### src/rtl/uart_rx_ctrl_if.sv
// Receiver-side handshake bundle: word-complete strobe/data in, show-ahead read port out.
// master = uart_rx_ctrl, slave = receiver/consumer side.
interface uart_rx_ctrl_if #(
   parameter int DBIT = 8
);
   logic            rx_done;
   logic [DBIT-1:0] rx_dout;
   logic            rd_valid;
   logic            rd_ready;
   logic [DBIT-1:0] rd_data;

   modport master (input rx_done, rx_dout, rd_ready, output rd_valid, rd_data);
   modport slave  (output rx_done, rx_dout, rd_ready, input rd_valid, rd_data);
endinterface

### src/rtl/uart_rx_ctrl.sv
// UART receive controller: baud tick divider, RUN/DRAIN/DISABLED FSM and show-ahead receive FIFO.
// Optional saturating drop counter on ovr_cnt when UART_RX_CTRL_OVR_CNT_EN is defined.
module uart_rx_ctrl #(
   parameter int DBIT       = 8,
   parameter int FIFO_DEPTH = 8,
   parameter int DIV_WIDTH  = 11
) (
   input  logic                              clk,
   input  logic                              rst_n,
   input  logic                              en,
   input  logic [DIV_WIDTH-1:0]              divisor,
   output logic                              s_tick,
   uart_rx_ctrl_if.master                    bus,
   output logic [$clog2(FIFO_DEPTH+1)-1:0]   fifo_count,
   input  logic                              flush,
   output logic                              overrun,
   input  logic                              clr_overrun,
   output logic [7:0]                        ovr_cnt
);
   localparam int AW = $clog2(FIFO_DEPTH);
   localparam int CW = $clog2(FIFO_DEPTH + 1);

   localparam logic [1:0] DISABLED = 2'd0;
   localparam logic [1:0] RUN      = 2'd1;
   localparam logic [1:0] DRAIN    = 2'd2;

   logic [1:0]           state_q, state_d;
   logic [DIV_WIDTH-1:0] div_cnt_q, div_cnt_d, div_max;
   logic                 tick_q, tick_d;
   logic [AW-1:0]        wptr_q, wptr_d, rptr_q, rptr_d;
   logic [CW-1:0]        count_q, count_d;
   logic                 ovr_q, ovr_d;
   logic [7:0]           ovr_cnt_q, ovr_cnt_d;
   logic [DBIT-1:0]      mem [FIFO_DEPTH];

   logic push_req, pop, full, push, drop;

   always_comb begin
      full     = (count_q == CW'(FIFO_DEPTH));
      pop      = (count_q != '0) && bus.rd_ready;
      push_req = bus.rx_done && (state_q != DISABLED);
      push     = push_req && (!full || pop) && !flush;
      drop     = push_req && full && !pop && !flush;
   end

   always_comb begin
      state_d = state_q;
      case (state_q)
         DISABLED: if (en) state_d = RUN;
         RUN:      if (!en) state_d = DRAIN;
         DRAIN:    if (en) state_d = RUN;
                   else if (count_q == '0) state_d = DISABLED;
         default:  state_d = DISABLED;
      endcase
   end

   // Gating on en keeps s_tick low on the very first DRAIN cycle as well.
   always_comb begin
      div_max   = (divisor == '0) ? '0 : divisor - 1'b1;
      div_cnt_d = '0;
      tick_d    = 1'b0;
      if (state_q == RUN && en) begin
         if (div_cnt_q >= div_max) begin
            tick_d = 1'b1;
         end else begin
            div_cnt_d = div_cnt_q + 1'b1;
         end
      end
   end

   always_comb begin
      wptr_d  = wptr_q;
      rptr_d  = rptr_q;
      count_d = count_q;
      if (flush) begin
         wptr_d  = '0;
         rptr_d  = '0;
         count_d = '0;
      end else begin
         if (push) wptr_d = wptr_q + 1'b1;
         if (pop)  rptr_d = rptr_q + 1'b1;
         if (push && !pop)      count_d = count_q + 1'b1;
         else if (pop && !push) count_d = count_q - 1'b1;
      end
   end

   always_comb begin
      ovr_d = ovr_q;
      if (drop) ovr_d = 1'b1;
      else if (clr_overrun) ovr_d = 1'b0;
`ifdef UART_RX_CTRL_OVR_CNT_EN
      ovr_cnt_d = ovr_cnt_q;
      if (drop) begin
         if (clr_overrun)             ovr_cnt_d = 8'd1;
         else if (ovr_cnt_q != 8'hFF) ovr_cnt_d = ovr_cnt_q + 1'b1;
      end else if (clr_overrun) begin
         ovr_cnt_d = '0;
      end
`else
      ovr_cnt_d = '0;
`endif
   end

   always_ff @(posedge clk or negedge rst_n) begin
      if (!rst_n) begin
         state_q   <= DISABLED;
         div_cnt_q <= '0;
         tick_q    <= 1'b0;
         wptr_q    <= '0;
         rptr_q    <= '0;
         count_q   <= '0;
         ovr_q     <= 1'b0;
         ovr_cnt_q <= '0;
      end else begin
         state_q   <= state_d;
         div_cnt_q <= div_cnt_d;
         tick_q    <= tick_d;
         wptr_q    <= wptr_d;
         rptr_q    <= rptr_d;
         count_q   <= count_d;
         ovr_q     <= ovr_d;
         ovr_cnt_q <= ovr_cnt_d;
      end
   end

   always_ff @(posedge clk) begin
      if (push) mem[wptr_q] <= bus.rx_dout;
   end

   assign s_tick       = tick_q;
   assign fifo_count   = count_q;
   assign bus.rd_valid = (count_q != '0);
   assign bus.rd_data  = mem[rptr_q];
   assign overrun      = ovr_q;
   assign ovr_cnt      = ovr_cnt_q;
endmodule

### src/flat_wrapper.sv
// flat-port wrapper written by rule: the top's interface ports become plain ports
module uart_rx_ctrl_flat 
#(
   parameter int DBIT       = 8,
   parameter int FIFO_DEPTH = 8,
   parameter int DIV_WIDTH  = 11
)
  (clk, rst_n, en, divisor, s_tick, fifo_count, flush, overrun, clr_overrun, ovr_cnt, bus_rx_done, bus_rx_dout, bus_rd_ready, bus_rd_valid, bus_rd_data);
  uart_rx_ctrl_if #(.DBIT(DBIT)) bus_i ();
  input  logic clk;
  input  logic rst_n;
  input  logic en;
  input  logic [DIV_WIDTH-1:0] divisor;
  output logic s_tick;
  output logic [$clog2(FIFO_DEPTH+1)-1:0] fifo_count;
  input  logic flush;
  output logic overrun;
  input  logic clr_overrun;
  output logic [7:0] ovr_cnt;
  input wire logic [$bits(bus_i.rx_done)-1:0] bus_rx_done;
  input wire logic [$bits(bus_i.rx_dout)-1:0] bus_rx_dout;
  input wire logic [$bits(bus_i.rd_ready)-1:0] bus_rd_ready;
  output wire logic [$bits(bus_i.rd_valid)-1:0] bus_rd_valid;
  output wire logic [$bits(bus_i.rd_data)-1:0] bus_rd_data;
  assign bus_i.rx_done = bus_rx_done;
  assign bus_i.rx_dout = bus_rx_dout;
  assign bus_i.rd_ready = bus_rd_ready;
  assign bus_rd_valid = bus_i.rd_valid;
  assign bus_rd_data = bus_i.rd_data;
  uart_rx_ctrl #(.DBIT(DBIT), .FIFO_DEPTH(FIFO_DEPTH), .DIV_WIDTH(DIV_WIDTH)) u_core (.clk(clk), .rst_n(rst_n), .en(en), .divisor(divisor), .s_tick(s_tick), .bus(bus_i), .fifo_count(fifo_count), .flush(flush), .overrun(overrun), .clr_overrun(clr_overrun), .ovr_cnt(ovr_cnt));
endmodule
### config.mk
export PLATFORM = sky130hd
export DESIGN_NAME = uart_rx_ctrl_flat
export DESIGN_NICKNAME = d
export VERILOG_FILES = /design/src/rtl/uart_rx_ctrl_if.sv /design/src/rtl/uart_rx_ctrl.sv /design/src/flat_wrapper.sv
export SDC_FILE = /design/constraint.sdc
export NUM_CORES = 1
export LEC_CHECK = 0
export CORE_MARGIN = 2
export CORE_UTILIZATION = 55
export DETAILED_ROUTE_END_ITERATION = 8
export GPL_ROUTABILITY_DRIVEN = 0
export PLACE_DENSITY = 0.81
export SLEW_MARGIN = 5
export SYNTH_ARGS = -nofsm -noshare
export SYNTH_HDL_FRONTEND = slang
export SYNTH_SLANG_ARGS = --single-unit
### constraint.sdc
create_clock -name clk -period 5.55 [get_ports clk]
set_input_delay 0.555 -clock clk [delete_from_list [all_inputs] [get_ports clk]]
set_output_delay 0.555 -clock clk [all_outputs]
set_load 0.02 [all_outputs]
# Word-level counts from Yosys, hierarchy flattened
# Memories as Yosys holds them, arrays and structs flattened.
# Cells that the tools add are included.
[totals] ff_bits=25 mem_bits_rw=64 out_inout_bits=23 word_cells=67 n_memories=1
[classes] add_sub_neg=6 n_lt_le_gt_ge=1 eq_ne=6 n_mux=21 n_reduce_logical=25
[memory_table] name="u_core.mem" depth=8 word_bits=8 rd=1 rd_clocked_by_memory_dff=0 wr=1 line_no="uart_rx_ctrl.sv:34" rtl="logic [DBIT-1:0] mem [FIFO_DEPTH];"
[ops] operator="11-bit 2-to-1 mux" count=3
[ops] operator="3-bit 2-to-1 mux" count=4
[ops] operator="4-bit 2-to-1 mux" count=3
[ops] operator="11-bit by 1-bit adder with 11-bit output (second input constant)" count=1
[ops] operator="11-bit greater-or-equal comparator" count=1
[ops] operator="11-bit logical NOT" count=1
[ops] operator="11-bit by 1-bit subtractor with 11-bit output (second input constant)" count=1
[ops] operator="1-bit logical AND" count=10
[ops] operator="2-bit 2-to-1 mux" count=4
[ops] operator="2-bit nonzero test" count=4
[ops] operator="3-bit by 1-bit adder with 3-bit output (second input constant)" count=2
[ops] operator="1-bit 2-to-1 mux" count=6
[ops] operator="2-bit case mux with 3 select lines" count=1
[ops] operator="4-bit by 1-bit adder with 4-bit output (second input constant)" count=1
[ops] operator="4-bit equality test (second input constant)" count=1
[ops] operator="1-bit logical NOT" count=4
[ops] operator="4-bit logical NOT" count=1
[ops] operator="2-bit inequality test (second input constant)" count=2
[ops] operator="4-bit nonzero test" count=1
[ops] operator="4-bit by 1-bit subtractor with 4-bit output (second input constant)" count=1
[ops] operator="3-bit by 2-bit inequality test with 1-bit output (second input constant)" count=1
[ops] operator="3-bit AND reduction" count=1
[ops] operator="3-bit nonzero test" count=1
[ops] operator="2-bit by 1-bit equality test with 1-bit output (second input constant)" count=1
[ops] operator="3 further kinds" count=3

# Depth between registers and ports, before layout
[logic_depth] word_depth=10 depth_mapped=12 mapped_depth_nobuf=11

# Worst setup path before layout
# OpenSTA, ideal clock, no wires.
[synth_timing] path_kind="input to register" startpoint="in divisor[0]" endpoint="reg u_core.div_cnt_q[0]" t_arrival_ns=2.618 t_required_ns=5.408 path_slack_ns=2.790 path_stages=12 n_path_buf=1 path_cell_list="inv_1 ha_1 nor3b_1 nand2_1 xnor2_1 nand2_1 ha_1 and4_1 o21ai_0 o2111ai_1 clkbuf_1 a211oi_1"
[synth_between] elab_chain_len=5 elab_cells_between_ends=6
[synth_lines] element="from (decl)" line_no="flat_wrapper.sv:13" rtl="input logic [DIV_WIDTH-1:0] divisor;"
[synth_lines] element="11-bit by 1-bit subtractor with 11-bit output / 11-bit logical NOT (equally long branches)" line_no="uart_rx_ctrl.sv:59" rtl="div_max = (divisor == '0) ? '0 : divisor - 1'b1;"
[synth_lines] element="11-bit 2-to-1 mux *" line_no="uart_rx_ctrl.sv:59"
[synth_lines] element="11-bit greater-or-equal comparator *" line_no="uart_rx_ctrl.sv:63" rtl="if (div_cnt_q >= div_max) begin"
[synth_lines] element="11-bit 2-to-1 mux *" line_no="uart_rx_ctrl.sv:63"
[synth_lines] element="11-bit 2-to-1 mux *" line_no="uart_rx_ctrl.sv:62" rtl="if (state_q == RUN && en) begin"
[synth_lines] element="net u_core.div_cnt_d[0]" line_no="uart_rx_ctrl.sv:28" rtl="logic [DIV_WIDTH-1:0] div_cnt_q, div_cnt_d, div_max;"
[synth_lines] element="to (signal assigned)" line_no="uart_rx_ctrl.sv:116" rtl="div_cnt_q <= div_cnt_d;"
[synth_lines] element="to (decl)" line_no="uart_rx_ctrl.sv:28"
# The timed path passes the listed nets; every way through them passes the cells marked *.
# A chain may end at the register's enable or synchronous reset.

# Worst setup path in the final report
[layout_timing] startpoint="in divisor[0]" endpoint="reg u_core.div_cnt_q[4]"
# The elaborated chain is that of the path after synthesis.

==> summary.md <==
| Metric | Value |
|---|---|
| Status | `complete, no violations` |
| Sequential area share after synthesis | `58.9%` |
| Total gr overflow | `0` |
| Crit Reg-Reg Endpoint | `u_core.fifo_count[3]` |
| Asr flop ratio synth | `28.1%` |
| Final setup skew | `0.0116 ns` |
| Worst R2R Start | `u_core.fifo_count[1]` |
| GRT Total Usage | `19.6%` |
| Xor/xnor cell area share of the yosys netlist | `3.65%` |
| Period utilization | `63.4%` |
| Met1 wire length | `3560 um` |
| Unrepaired setup endpoints after global routing | `false` |
| Post-synthesis mux area share | `11.1%` |
| CTS max path bufs | `2` |
| Skew-Pair Late Insertion Delay | `0.36 ns` |
| Number of synthesized register bits | `89` |
| Iter 0 DRT Violations | `110` |
| Post-synth top flop | `edfxtp_1` |
| ANT nets after route | `0` |
| Hold Buf Count CTS | `0` |
| PortBufs | `40` |
| Synth Warn # | `0` |
| Pin count of the biggest net entering global routing | `26` |
| Rows | `32` |
| Number of synthesized flops with an enable pin | `64` |
| Die area | `0.00858 sq mm` |
| Nets | `397` |
| Final Hold Vio Count | `0` |
| DR vias | `2615` |
| Largest family of logic cells by synthesized area | `multiplexers` |
| Slew HR | `25.9%` |
| Area of the mapped netlist | `0.00432 sq mm` |
| Fmax | `0.284 GHz` |
| Hold Path Depth | `2` |
| Fillers | `580` |
| Dominant cells by area after synthesis | `edfxtp_1, dfrtp_1, mux4_2` |
| Min Clock Period, post-route | `3.52 ns` |
| Die Y | `92.6 um` |
| Final Slew Violations | `0` |
| Uppermost layer routed | `met4` |
| Unique cell type count in the Yosys netlist | `51` |
| Drt via density | `5.70` |
| Core area | `0.00769 sq mm` |
| Critical Path Sink | `u_core.div_cnt_q[4]` |
| Horiz. Die Dim | `92.6 um` |
| CP Class | `input port to flop` |
| CP Launch Point | `divisor[0]` |
| Most common cell after layout, fill and taps aside | `edfxtp_1` |
| Share of the synthesized area in the top cell type | `44.5%` |
| Post-route DRC | `0` |
| CTS tree | `yes` |
| Critical Path Start Type | `input port` |
| Simple-gate share of the synthesized area | `9.47%` |
| Max-cap violations | `0` |
| Buffer and inverter count on the worst path | `2` |
| Levels on crit path | `12` |
| Postcts setup bufs | `0` |
| Area Growth Syn to Fin | `15.3%` |
| Slew @ Worst Pin | `1.11 ns` |
| # diodes | `0` |
| Crit path largest cell delay | `0.75 ns` |
| Cell count after synthesis | `310` |
| Io pins | `49` |
| Hold path start | `u_core.overrun` |
| Worst Setup End Kind | `flop` |
| Total Wirelength | `7900 um` |
| P_leak | `1.79 nW` |
| CP top delay family | `compound AO/OA/AOI/OAI gates` |
| FF-to-FF path depth | `8` |
| VDD IR max | `0.222 mV` |
| Synth Area in Compound Gates | `7.64%` |
| Most frequent cells in the layout | `edfxtp_1, clkdlybuf4s50_1, dfrtp_1` |
| Final setup viols | `0` |
| Crit-path slowest cell | `o2111ai_1` |
| DR WL/cell | `17.2 um` |
| Clock Sinks | `89` |
| Power Density | `342 mW/mm^2` |
| Post-Synth Adder-Cell Area | `5.67%` |
| Starting density of the core | `56.2%` |
| Worst path required time | `5.74 ns` |
| Wire length on met2 | `4020 um` |
| Initial antenna violation count | `0` |
| Clock transition at path regs | `0.08 ns` |
| Clock buffer count from CTS | `9` |
| Met3 WL | `205 um` |
| Mean area per synthesized cell | `13.9 sq um` |
| Dpl cell area | `0.00479 sq mm` |
| Flop2flop setup slack | `2.89 ns` |
| Cell breakdown of the critical path | `clkdlybuf4s50_1 -> inv_1 -> ha_1 -> nor3b_1 -> nand2_1 -> xnor2_1 -> nand2_1 -> ha_1 -> and4_1 -> o21ai_0 -> o2111ai_1 -> a211oi_1` |
| First-pass GRT wire length | `12800 um` |
| Data arrival time of the worst path | `3.71 ns` |
| Design Area, Final | `0.00498 sq mm` |
| Post-CTS sizing | `0` |
| Share of cells above drive strength 1 | `12.9%` |
| Pre-antenna DRT Iters | `4` |
| Maximum fanout along the worst path | `12` |
| Clock tree root buffer cell | `clkbuf_8` |
| Vias in the first global route | `2633` |
| Detailed placement HPWL | `5410 um` |
| Hold Worst Slack | `0.510 ns` |
| Final setup TNS | `0 ns` |
| Area leader, netlist | `edfxtp_1` |
| Worst hold path class | `flop to flop` |
| CTS H-tree lvls | `3` |
-- cells by family (layout without fill, tap and decap cells) --
family | Yosys count | count (layout)
other cells | 1 | 8
buf+inv | 29 | 69
mux | 27 | 27
compound gates | 46 | 46
simple gates | 81 | 81
flops | 89 | 89
xor+xnor | 18 | 18
fa+ha+maj | 19 | 19
-- per-layer routing --
layer / up-vias / track usage (%)
met5: - / 0
met4: 0 / 5.51
met3: 11 / 3.66
met2: 41 / 34.1
met1: 1319 / 25.6
li1: 1244 / -
-- how the worst min path moves through the flow --
stage	to	slack [ns]
detailed placement	u_core.overrun	0.48
global route	u_core.overrun	0.55
global placement	u_core.overrun	0.48
floorplan	u_core.div_cnt_q[0]	0.26
CTS	u_core.overrun	0.52
finish	u_core.overrun	0.51
-- cells in the mapped netlist (3+ instances only) --
cell type / n
mux2_2: 8
o211ai_1: 4
nand2_1: 15
a21oi_1: 12
xor2_1: 7
xnor2_1: 11
o21ai_0: 5
clkbuf_1: 6
edfxtp_1: 64
nor3_1: 9
buf_4: 9
nor4_1: 3
a211oi_1: 12
mux4_2: 16
inv_1: 10
ha_1: 18
dfrtp_1: 25
nor2_1: 24
nand2b_1: 8
buf_2: 3
nand3_1: 5
-- worst reg2reg max path, cell delays in order, from the launching register on --
cell and delay (ns):
dfrtp_1 0.47, o41ai_2 0.55, o211a_4 0.27, nand2b_1 0.09, ha_1 0.28, a21o_1 0.15
a21oi_1 0.18, mux2i_1 0.22, mux2_1 0.33
-- registers in the layout, indices dropped and copies added, names as in the netlist --
signal	cells
u_core.mem	64
u_core.div_cnt_q	11
u_core.fifo_count	4
u_core.rptr_q	3
u_core.wptr_q	3
u_core.state_q	2
u_core.overrun	1
u_core.s_tick	1
-- where the power goes --
part	total, W	internal [W]	switching [W]
Combinational	0.000448	0.000245	0.000203
Clock	0.000443	0.000211	0.000233
Sequential	0.000814	0.000740	0.0000734
Total	0.00170	0.00120	0.000509
-- area by class of cell --
cell class | count | area [sq um] | area share [%]
flip-flops and latches | 89 | 2550 | 51.1
multi-input cells | 199 | 1650 | 33.2
repair buffers | 43 | 423 | 8.48
clock buffers | 10 | 128 | 2.56
well taps | 102 | 128 | 2.56
clock inverters | 6 | 67.6 | 1.36
inverters | 10 | 37.5 | 0.753
-- metrics by stage --
step	total power [W]	util [%]	instances	setup WS, ns
floorplan	0.00113	-	317	2.79
detailed placement	0.00128	62.3	443	1.67
global placement	0.00127	62.3	443	1.82
global route	0.00179	64.8	459	1.69
finish	0.00170	64.8	459	2.03
CTS	0.00172	64.8	459	2.02
Note: power is estimated with default switching activity, not from simulation.
